<file path="config.mk">
export PLATFORM = sky130hd
export DESIGN_NAME = led_pulse_stretch
export DESIGN_NICKNAME = d
export VERILOG_FILES = /design/src/rtl/led_pulse_stretch_pkg.sv /design/src/rtl/led_pulse_stretch_timer.sv /design/src/rtl/led_pulse_stretch.sv
export SDC_FILE = /design/constraint.sdc
export NUM_CORES = 1
export LEC_CHECK = 0
export ABC_AREA = 1
export CORE_MARGIN = 3
export CORE_UTILIZATION = 45
export CTS_CLUSTER_SIZE = 30
export DETAILED_ROUTE_END_ITERATION = 6
export PLACE_DENSITY = 0.74
export SLEW_MARGIN = 20
export SYNTH_ARGS = -nofsm -noshare
export SYNTH_HDL_FRONTEND = slang
export SYNTH_SLANG_ARGS = --single-unit
export TNS_END_PERCENT = 10
</file>
<file path="constraint.sdc">
create_clock -name clk -period 5.5 [get_ports clk]
set_input_delay 0.55 -clock clk [delete_from_list [all_inputs] [get_ports clk]]
set_output_delay 0.55 -clock clk [all_outputs]
set_load 0.02 [all_outputs]
</file>
<file path="src/rtl/led_pulse_stretch_pkg.sv">
// Shared types and helpers for the LED pulse stretcher.
package led_pulse_stretch_pkg;

    // Blink sequencer states
    typedef enum logic [1:0] {
        ST_IDLE = 2'd0,
        ST_ON   = 2'd1,
        ST_GAP  = 2'd2
    } state_e;

    // Timer width: clog2 of the longer phase, never narrower than one bit
    function automatic int unsigned timer_width(int unsigned on_cycles, int unsigned off_cycles);
        int unsigned longest;
        longest = (on_cycles > off_cycles) ? on_cycles : off_cycles;
        return (longest > 1) ? $clog2(longest) : 1;
    endfunction

endpackage

</file>
<file path="src/rtl/led_pulse_stretch_timer.sv">
// Loadable down-counter that stops at zero and flags it.
module led_pulse_stretch_timer #(
    parameter int unsigned WIDTH = 2
) (
    input  logic             clk,
    input  logic             reset,
    input  logic             load,
    input  logic [WIDTH-1:0] load_val,
    output logic             zero
);

    logic [WIDTH-1:0] count_q;

    // Load takes priority; otherwise count down and hold at zero
    always_ff @(posedge clk or posedge reset) begin
        if (reset) begin
            count_q <= '0;
        end else if (load) begin
            count_q <= load_val;
        end else if (count_q != '0) begin
            count_q <= count_q - 1'b1;
        end
    end

    assign zero = (count_q == '0);

endmodule

</file>
<file path="src/rtl/led_pulse_stretch.sv">
// LED pulse stretcher: every event strobe becomes one ON/GAP blink, extra events are queued.
// Optional PWM dimming during ON is enabled by defining LED_PULSE_STRETCH_PWM_EN.
module led_pulse_stretch
    import led_pulse_stretch_pkg::*;
#(
    parameter int unsigned ON_CYCLES  = 1000000,
    parameter int unsigned OFF_CYCLES = 500000,
    parameter int unsigned PEND_W     = 4,
    parameter int unsigned PWM_W      = 4
) (
    input  logic              clk,
    input  logic              reset,
    input  logic              i_evt,
`ifdef LED_PULSE_STRETCH_PWM_EN
    input  logic [PWM_W-1:0]  i_duty,
`endif
    output logic              o_led,
    output logic              o_busy,
    output logic [PEND_W-1:0] o_pending,
    output logic              o_overflow
);

    localparam int unsigned       TIMER_W  = timer_width(ON_CYCLES, OFF_CYCLES);
    localparam logic [TIMER_W-1:0] ON_LOAD  = TIMER_W'(ON_CYCLES - 1);
    localparam logic [TIMER_W-1:0] OFF_LOAD = TIMER_W'(OFF_CYCLES - 1);
    localparam logic [PEND_W-1:0]  PEND_MAX = '1;

    state_e              state_q, state_d;
    logic [PEND_W-1:0]   pending_q, pending_d;
    logic                led_q, led_d;
    logic                ovf_q;
    logic                timer_load;
    logic [TIMER_W-1:0]  timer_val;
    logic                timer_zero;
    logic                pend_nz;
    logic                inc, dec, drop;

    assign pend_nz = (pending_q != '0);

    led_pulse_stretch_timer #(
        .WIDTH (TIMER_W)
    ) u_timer (
        .clk      (clk),
        .reset    (reset),
        .load     (timer_load),
        .load_val (timer_val),
        .zero     (timer_zero)
    );

    // Next state, timer reload and queue increment/decrement requests
    always_comb begin
        state_d    = state_q;
        timer_load = 1'b0;
        timer_val  = ON_LOAD;
        inc        = 1'b0;
        dec        = 1'b0;
        unique case (state_q)
            ST_IDLE: begin
                if (i_evt || pend_nz) begin
                    state_d    = ST_ON;
                    timer_load = 1'b1;
                    timer_val  = ON_LOAD;
                    // A queued event starts first; a fresh one then joins the queue
                    dec        = pend_nz;
                    inc        = i_evt && pend_nz;
                end
            end
            ST_ON: begin
                inc = i_evt;
                if (timer_zero) begin
                    state_d    = ST_GAP;
                    timer_load = 1'b1;
                    timer_val  = OFF_LOAD;
                end
            end
            ST_GAP: begin
                inc = i_evt;
                if (timer_zero) begin
                    if (pend_nz) begin
                        state_d    = ST_ON;
                        timer_load = 1'b1;
                        timer_val  = ON_LOAD;
                        dec        = 1'b1;
                    end else begin
                        state_d = ST_IDLE;
                    end
                end
            end
            default: state_d = ST_IDLE;
        endcase
    end

    // Queue update; a simultaneous decrement always makes room
    always_comb begin
        drop      = inc && !dec && (pending_q == PEND_MAX);
        pending_d = pending_q;
        if (inc && !dec && !drop) begin
            pending_d = pending_q + 1'b1;
        end else if (dec && !inc) begin
            pending_d = pending_q - 1'b1;
        end
    end

`ifdef LED_PULSE_STRETCH_PWM_EN
    logic [PWM_W-1:0] pwm_q, pwm_d;

    assign pwm_d = pwm_q + 1'b1;

    // Free-running PWM slot counter
    always_ff @(posedge clk or posedge reset) begin
        if (reset) begin
            pwm_q <= '0;
        end else begin
            pwm_q <= pwm_d;
        end
    end

    // Compare against the slot the LED register will present next cycle
    assign led_d = (state_d == ST_ON) && (pwm_d < i_duty);
`else
    assign led_d = (state_d == ST_ON);

    // PWM_W is only meaningful in the PWM build
    if (PWM_W == 0) begin : g_no_pwm
    end
`endif

    // Sequencer state, queue and registered outputs
    always_ff @(posedge clk or posedge reset) begin
        if (reset) begin
            state_q   <= ST_IDLE;
            pending_q <= '0;
            led_q     <= 1'b0;
            ovf_q     <= 1'b0;
        end else begin
            state_q   <= state_d;
            pending_q <= pending_d;
            led_q     <= led_d;
            ovf_q     <= drop;
        end
    end

    assign o_led      = led_q;
    assign o_overflow = ovf_q;
    assign o_pending  = pending_q;
    assign o_busy     = (state_q != ST_IDLE) || pend_nz;

endmodule
</file>
== Yosys cells after proc, flatten, opt, wreduce, memory -nomap -nowiden ==
Cells that the tools add are included.
Cells by class
  $add $sub $neg: 3
  multiply operators: 0
  div/mod/pow operators: 0
  magnitude comparators: 0
  equality and inequality tests: 4
  shift-type cells: 0
  mux-type cells: 20
  bitwise gates (word level): 0
  reduce and logical (&&, ||, !) cells: 18
Operators by type and width (number)
  $mux 20: 4
  $logic_not 20->1: 1
  $reduce_bool 20->1: 1
  $sub 20x1->20 const B: 1
  $mux 4: 2
  $mux 1: 7
  $mux 2: 3
  $pmux 2 s3: 1
  $reduce_bool 2->1: 3
  $logic_and 1x1->1: 5
  $add 4x1->4 const B: 1
  $eq 2x1->1 const B: 2
  $eq 4x4->1 const B: 1
  $pmux 1 s2: 2
  $reduce_bool 4->1: 1
  $sub 4x1->4 const B: 1
  $logic_not 1->1: 3
  $pmux 1 s3: 1
  $eq 2x2->1 const B: 1
  $logic_not 2->1: 1
  $logic_or 1x1->1: 2
  $reduce_or 2->1: 1
Word-level totals
  bits in registers: 28
  latch bits: 0
  bits in writable memories: 0
  memory bits (read-only): 0
  bits of input ports: 3
  output and inout port bits: 7
  logic and storage cells: 50
  memories: 0

== Logic depth before layout (Yosys ltp) ==
  depth after elaboration: 10
  mapped depth: 18

== Modules after synthesis ==
A second synthesis with hierarchy kept.
Second synthesis, totals
  cell total of the unflattened synthesis: 263
  area total of the unflattened synthesis: 1974.4 um2
Modules (own cells, without submodules)
  led_pulse_stretch_timer: times used 1, cells an instance 183, area each 1388.8 um2, seq. area each 500.5 um2
  led_pulse_stretch: times used 1, cells an instance 80, area each 585.6 um2, seq. area each 200.2 um2

== Worst setup path before layout ==
Ideal clock, no wire load.
  path kind: reg2reg
  start: register pending_q[0], in the netlist o_pending[0]
  end: register pending_q[3], in the netlist o_pending[3]
  library setup time: 0.113 ns
  arrival: 2.099 ns
  required time: 5.387 ns
  setup slack: 3.288 ns
  cell stages (with the launch flop): 15
  buffers on the path: 0
  period minus slack after synthesis: 2.212 ns
  path through: dfrtp_1 > nor2_1 > nand2_1 > nand2_1 > a21oi_1 > nand4_1 > ha_1 > nand2_1 > nand2_1 > a31oi_1 > inv_1 > nand2_1 > nand3_1 > nand2_1 > inv_1
Between the ends
  cells in the longest elaborated chain, start to end: 10
Ends and longest elaborated chain
  start: declaration: RTL line led_pulse_stretch.sv:29  | logic [PEND_W-1:0] pending_q, pending_d;
  start signal: assignment: RTL line led_pulse_stretch.sv:137  | pending_q <= pending_d;
  $reduce_bool 4->1: RTL line led_pulse_stretch.sv:38  | assign pend_nz = (pending_q != '0);
  $mux 1 or $logic_or 1x1->1 (tied branches): RTL line led_pulse_stretch.sv:79, led_pulse_stretch.sv:59
  $mux 1 (on tied branches): RTL line led_pulse_stretch.sv:78, led_pulse_stretch.sv:59
  $pmux 1 s2: RTL line led_pulse_stretch.sv:57  | unique case (state_q)
  $logic_not 1->1: RTL line led_pulse_stretch.sv:95, led_pulse_stretch.sv:97
  $logic_and 1x1->1: RTL line led_pulse_stretch.sv:95, led_pulse_stretch.sv:97
  $logic_and 1x1->1: RTL line led_pulse_stretch.sv:95  | drop = inc && !dec && (pending_q == PEND_MAX);
  $logic_not 1->1: RTL line led_pulse_stretch.sv:97  | if (inc && !dec && !drop) begin
  $logic_and 1x1->1: RTL line led_pulse_stretch.sv:97
  $mux 4 or $reduce_bool 2->1 (tied branches)
Several ways; a longest one is shown, not always the timed one. The select of a mux whose other input is x is not followed.
A chain may end at the register's enable or synchronous reset.

== Worst setup path in the final report ==
  start: register u_timer.count_q[0]
  end: register pending_q[3], in the netlist o_pending[3]
Between the ends
  cells in the longest elaborated chain, start to end: 9
Ends and longest elaborated chain
  start: declaration: RTL line led_pulse_stretch_timer.sv:12  | logic [WIDTH-1:0] count_q;
  start signal: assignment: RTL line led_pulse_stretch_timer.sv:19  | count_q <= load_val;
  start signal: assignment: RTL line led_pulse_stretch_timer.sv:21  | count_q <= count_q - 1'b1;
  $logic_not 20->1 *: RTL line led_pulse_stretch_timer.sv:25  | assign zero = (count_q == '0);
  $mux 1 *: RTL line led_pulse_stretch.sv:78  | if (timer_zero) begin
  $pmux 1 s2 *: RTL line led_pulse_stretch.sv:57
  $logic_not 1->1: RTL line led_pulse_stretch.sv:95, led_pulse_stretch.sv:97
  $logic_and 1x1->1: RTL line led_pulse_stretch.sv:95, led_pulse_stretch.sv:97
  $logic_and 1x1->1: RTL line led_pulse_stretch.sv:95
  $logic_not 1->1: RTL line led_pulse_stretch.sv:97
  $logic_and 1x1->1: RTL line led_pulse_stretch.sv:97
  $mux 4 or $reduce_bool 2->1 (tied branches)
Mark *: on every way between the ends. The rest lies on a longest branch, timed or not.

==> results_tabular.tex <==
\begin{tabular}{lr}
\hline
Metric & Value \\
\hline
\multicolumn{2}{l}{\textbf{Status}} \\
\quad Run status & finished clean \\
\multicolumn{2}{l}{\textbf{Clock network}} \\
\quad TritonCTS clock tree & built \\
\quad Sink Count & 28 \\
\quad Post-CTS Repair Setup Buffers & 0 \\
\quad Num CTS Buffers & 3 \\
\quad Number of H-tree levels & 1 \\
\quad CTS hold repair buffers & 0 \\
\quad \# resized after CTS & 0 \\
\quad Clock tree root buffer cell & clkbuf\_8 \\
\quad CTS clock-pin slew for the worst setup and hold paths & 0.10 ns \\
\quad Clk\_lat worst skew & 0.28 ns \\
\quad Number of buffers between clock root and the deepest sink & 2 \\
\multicolumn{2}{l}{\textbf{Global route}} \\
\quad Largest net degree at the start of global routing & 29 \\
\quad Number of antenna violations at the first check in global routing & 0 \\
\quad Global Route Usage Sum & 17.2\% \\
\quad Number of global-route vias before repair & 1,384 \\
\quad First-pass GRT wire length & 6.05 mm \\
\quad Total congestion overflow & 0 \\
\multicolumn{2}{l}{\textbf{STA}} \\
\quad Worst-Margin Slew & 0.594 ns \\
\quad Unrepaired setup endpoints after global routing & no \\
\quad Final hold violations & 0 \\
\quad Final Setup Violations & 0 \\
\quad Max-slew violation total from the final report & 0 \\
\quad Sum of negative setup slack & 0 ns \\
\quad Headroom to the max-slew limit & 60.4\% \\
\quad Clock Skews & 0.00490 ns \\
\quad Worst hold slack after final layout & 0.512 ns \\
\quad Achievable Freq & 0.404 GHz \\
\quad Min cycle time layout & 2.48 ns \\
\quad Share of the clock period used by the worst path & 45.0\% \\
\multicolumn{2}{l}{\textbf{Setup path}} \\
\quad Category of the worst setup path capture point & register \\
\quad Cell-by-cell listing of the critical path & inv\_1, ha\_1, inv\_1, nor2\_1, nand2\_1, nor2\_2, nand4\_1, nand4\_1, ha\_1, nand2\_1, nand2\_1, a31oi\_1, inv\_1, nand2\_1, nand3\_1, nand2\_1, inv\_1 \\
\quad Crit path largest cell delay & 0.39 ns \\
\quad Most frequent cell on the critical path & nand2\_1 \\
\quad Startpoint types & register \\
\quad Category of the most critical setup path & reg2reg \\
\quad Data required time at the worst endpoint & 5.69 ns \\
\quad Critical path arrival & 2.66 ns \\
\quad Biggest fanout along the worst timing path & 6 \\
\quad Reg-to-reg slack, setup & 3.02 ns \\
\quad Library cell contributing the largest single delay on the critical path & dfrtp\_1 \\
\quad Cells on worst reg2reg path & 17 \\
\multicolumn{2}{l}{\textbf{Detailed routing}} \\
\quad Drt initial violations & 81 \\
\quad Vias/cell & 4.92 \\
\quad Post-route ant nets & 0 \\
\quad Sum of routed wire length over all layers & 3.50 mm \\
\quad Number of optimization iterations in the first detailed-route pass & 4 \\
\quad DRC violations left & 0 \\
\quad Number of vias after detailed routing & 1,401 \\
\quad Final routed wire length divided by cell count & 12.3 microns \\
\multicolumn{2}{l}{\textbf{Power}} \\
\quad Fraction of power consumed by the clock network & 25.0\% \\
\quad Register share of total power & 47.5\% \\
\quad Cell-internal power & 0.354 mW \\
\quad Net Sw Frac & 32.5\% \\
\quad Power per cell area & 268 nW/um\^{}2 \\
\quad Largest voltage drop on the vdd net & 0.237 mV \\
\quad Total leakage power & 0.905 nW \\
\quad Fraction of power consumed by combinational cells & 27.6\% \\
\quad Total power after layout & 0.524 mW \\
\quad Switching power total & 0.171 mW \\
\multicolumn{2}{l}{\textbf{Placement}} \\
\quad Global placement routability congestion & 0.852 \\
\quad Buffers added on ports & 9 \\
\quad Half-perimeter wire length after detailed placement & 2.58 mm \\
\quad Placed standard-cell area & 1900 sq um \\
\multicolumn{2}{l}{\textbf{Logic synthesis}} \\
\quad Post-Synthesis Mean Instance Area & 7.82 sq um \\
\quad Syn Std Cell Area & 1760 sq um \\
\quad Share of Yosys cell area claimed by the top area cell type & 39.8\% \\
\quad Number of nets produced by synthesis & 237 \\
\quad Post-Syn Instances & 225 \\
\quad Top post-synthesis cells by area & dfrtp\_1 (40\%), nand2\_1 (10\%), inv\_1 (6.8\%) \\
\quad Synth cell types & 28 \\
\quad Share of synthesized flip-flops with an asynchronous set or reset & 100\% \\
\quad Number of flops mapped to enable cells by yosys & 0 \\
\quad Flop and latch count out of synthesis & 28 \\
\quad Register area share after synthesis & 39.8\% \\
\quad Cell type contributing the most total cell area after synthesis & dfrtp\_1 \\
\quad Ys flop type & dfrtp\_1 \\
\quad Synth Warn \# & 0 \\
\multicolumn{2}{l}{\textbf{Floorplan}} \\
\quad Chip width & 68.5 microns \\
\quad Die area & 4700 sq um \\
\quad Site Rows & 22 \\
\quad Effective utilization at floorplan & 47.4\% \\
\quad Core outline area & 3720 sq um \\
\quad Vertical die dimension & 68.5 microns \\
\quad Number of placed I/O pins & 10 \\
\multicolumn{2}{l}{\textbf{Min path}} \\
\quad Worst hold path stage count & 2 \\
\quad Class of the worst hold path & reg2reg \\
\multicolumn{2}{l}{\textbf{Final layout}} \\
\quad Synthesis-to-finish area growth & 11.2\% \\
\quad Number of nets in the layout & 250 \\
\quad Fraction of final layout cells with drive strength greater than 1 & 11.0\% \\
\quad Antenna fix cells & 0 \\
\quad Post-route cell area & 1960 sq um \\
\quad Post-Route Utilization & 52.7\% \\
\multicolumn{2}{l}{\textbf{Run}} \\
\quad Max Cap Viol & 0 \\
\hline
\end{tabular}
metrics by stage:
| step | instances | setup WS [ns] |
|---|---|---|
| after floorplan | 225 | 3.29 |
| after global placement | 281 | 2.89 |
| after detailed placement | 281 | 2.81 |
| after CTS | 285 | 3.02 |
| after global routing | 285 | 2.75 |
| final | 285 | 3.02 |
worst max-delay path, delay by kind of cell (launching register included):
family | cells | cell delay, ns
and+or+nand+nor | 10 | 1.04
adders and majority gates | 2 | 0.50
DFF | 1 | 0.39
buffers and inverters | 4 | 0.29
AOI/OAI and AO/OA | 1 | 0.17
cell usage after synthesis (2+ instances only):
| library cell | instances |
|---|---|
| xnor2_1 | 4 |
| nand2_4 | 2 |
| ha_1 | 8 |
| xor2_1 | 9 |
| o21ai_0 | 6 |
| dfrtp_1 | 28 |
| a21oi_1 | 2 |
| o211ai_1 | 3 |
| nand3_1 | 17 |
| nor2_4 | 3 |
| nor2_2 | 7 |
| nand4_1 | 5 |
| nand3_2 | 2 |
| nor3_1 | 9 |
| nor2_1 | 27 |
| inv_2 | 2 |
| nand2_2 | 3 |
| nand2_1 | 47 |
| inv_1 | 32 |
sequential cells by signal, summed over array words and instances, names as in the netlist:
register         count
o_led                1
o_overflow           1
o_pending            4
state_q              2
u_timer.count_q     20
placed cells by master, fill, tap and decap left out, types with 5 or more instances in the layout:
cell type        Yosys  final
nor3_1               9      9
nor2_2               7      7
dfrtp_1             28     28
o21ai_0              6      6
ha_1                 8      8
nor2_1              27     27
nand3_1             17     17
xor2_1               9      9
clkdlybuf4s50_1      0      9
nand4_1              5      5
inv_1               32     31
nand2_1             47     47
worst paths after layout:
path,start,to
worst max-delay path,u_timer.count_q[0],o_pending[3]
worst min-delay path,u_timer.count_q[0],u_timer.count_q[0]
worst max register to register,u_timer.count_q[0],o_pending[3]
worst min register to register,u_timer.count_q[0],u_timer.count_q[0]
max in group asynchronous,reset,u_timer.count_q[11]
min in group asynchronous,reset,u_timer.count_q[17]
layout make-up:
type,count,area (sq um)
fill,366,1760
multi-input combinational,161,916
tap,48,60.1
clock buffer,4,55.1
sequential,28,701
inverter,35,136
timing repair buffer,9,90.1
power groups by stage:
stage	logic, mW	clock network (mW)	registers [mW]
after floorplan	0.0776	0	0.267
after global placement	0.139	0	0.253
after detailed placement	0.146	0	0.253
after CTS	0.146	0.135	0.250
after global routing	0.165	0.144	0.252
final	0.145	0.131	0.249
kinds of logic after synthesis:
logic type / after synthesis / synth area share, %
AND/OR/NAND/NOR: 126 / 34.4
flip-flops: 28 / 39.8
adder cells (fa/ha/maj): 9 / 6.82
XOR/XNOR: 13 / 6.47
buffers and inverters: 36 / 8.17
AO/OA/AOI/OAI: 13 / 4.34
layer usage:
layer	share of wire (%)	wire length (microns)	global-route usage (%)
met3	2.7	93	3.73
met5	0	0	0
met1	49	1720	22.5
met2	47	1650	28.4
met4	0.88	31	4.96
Note: power is estimated with default switching activity, not from simulation.
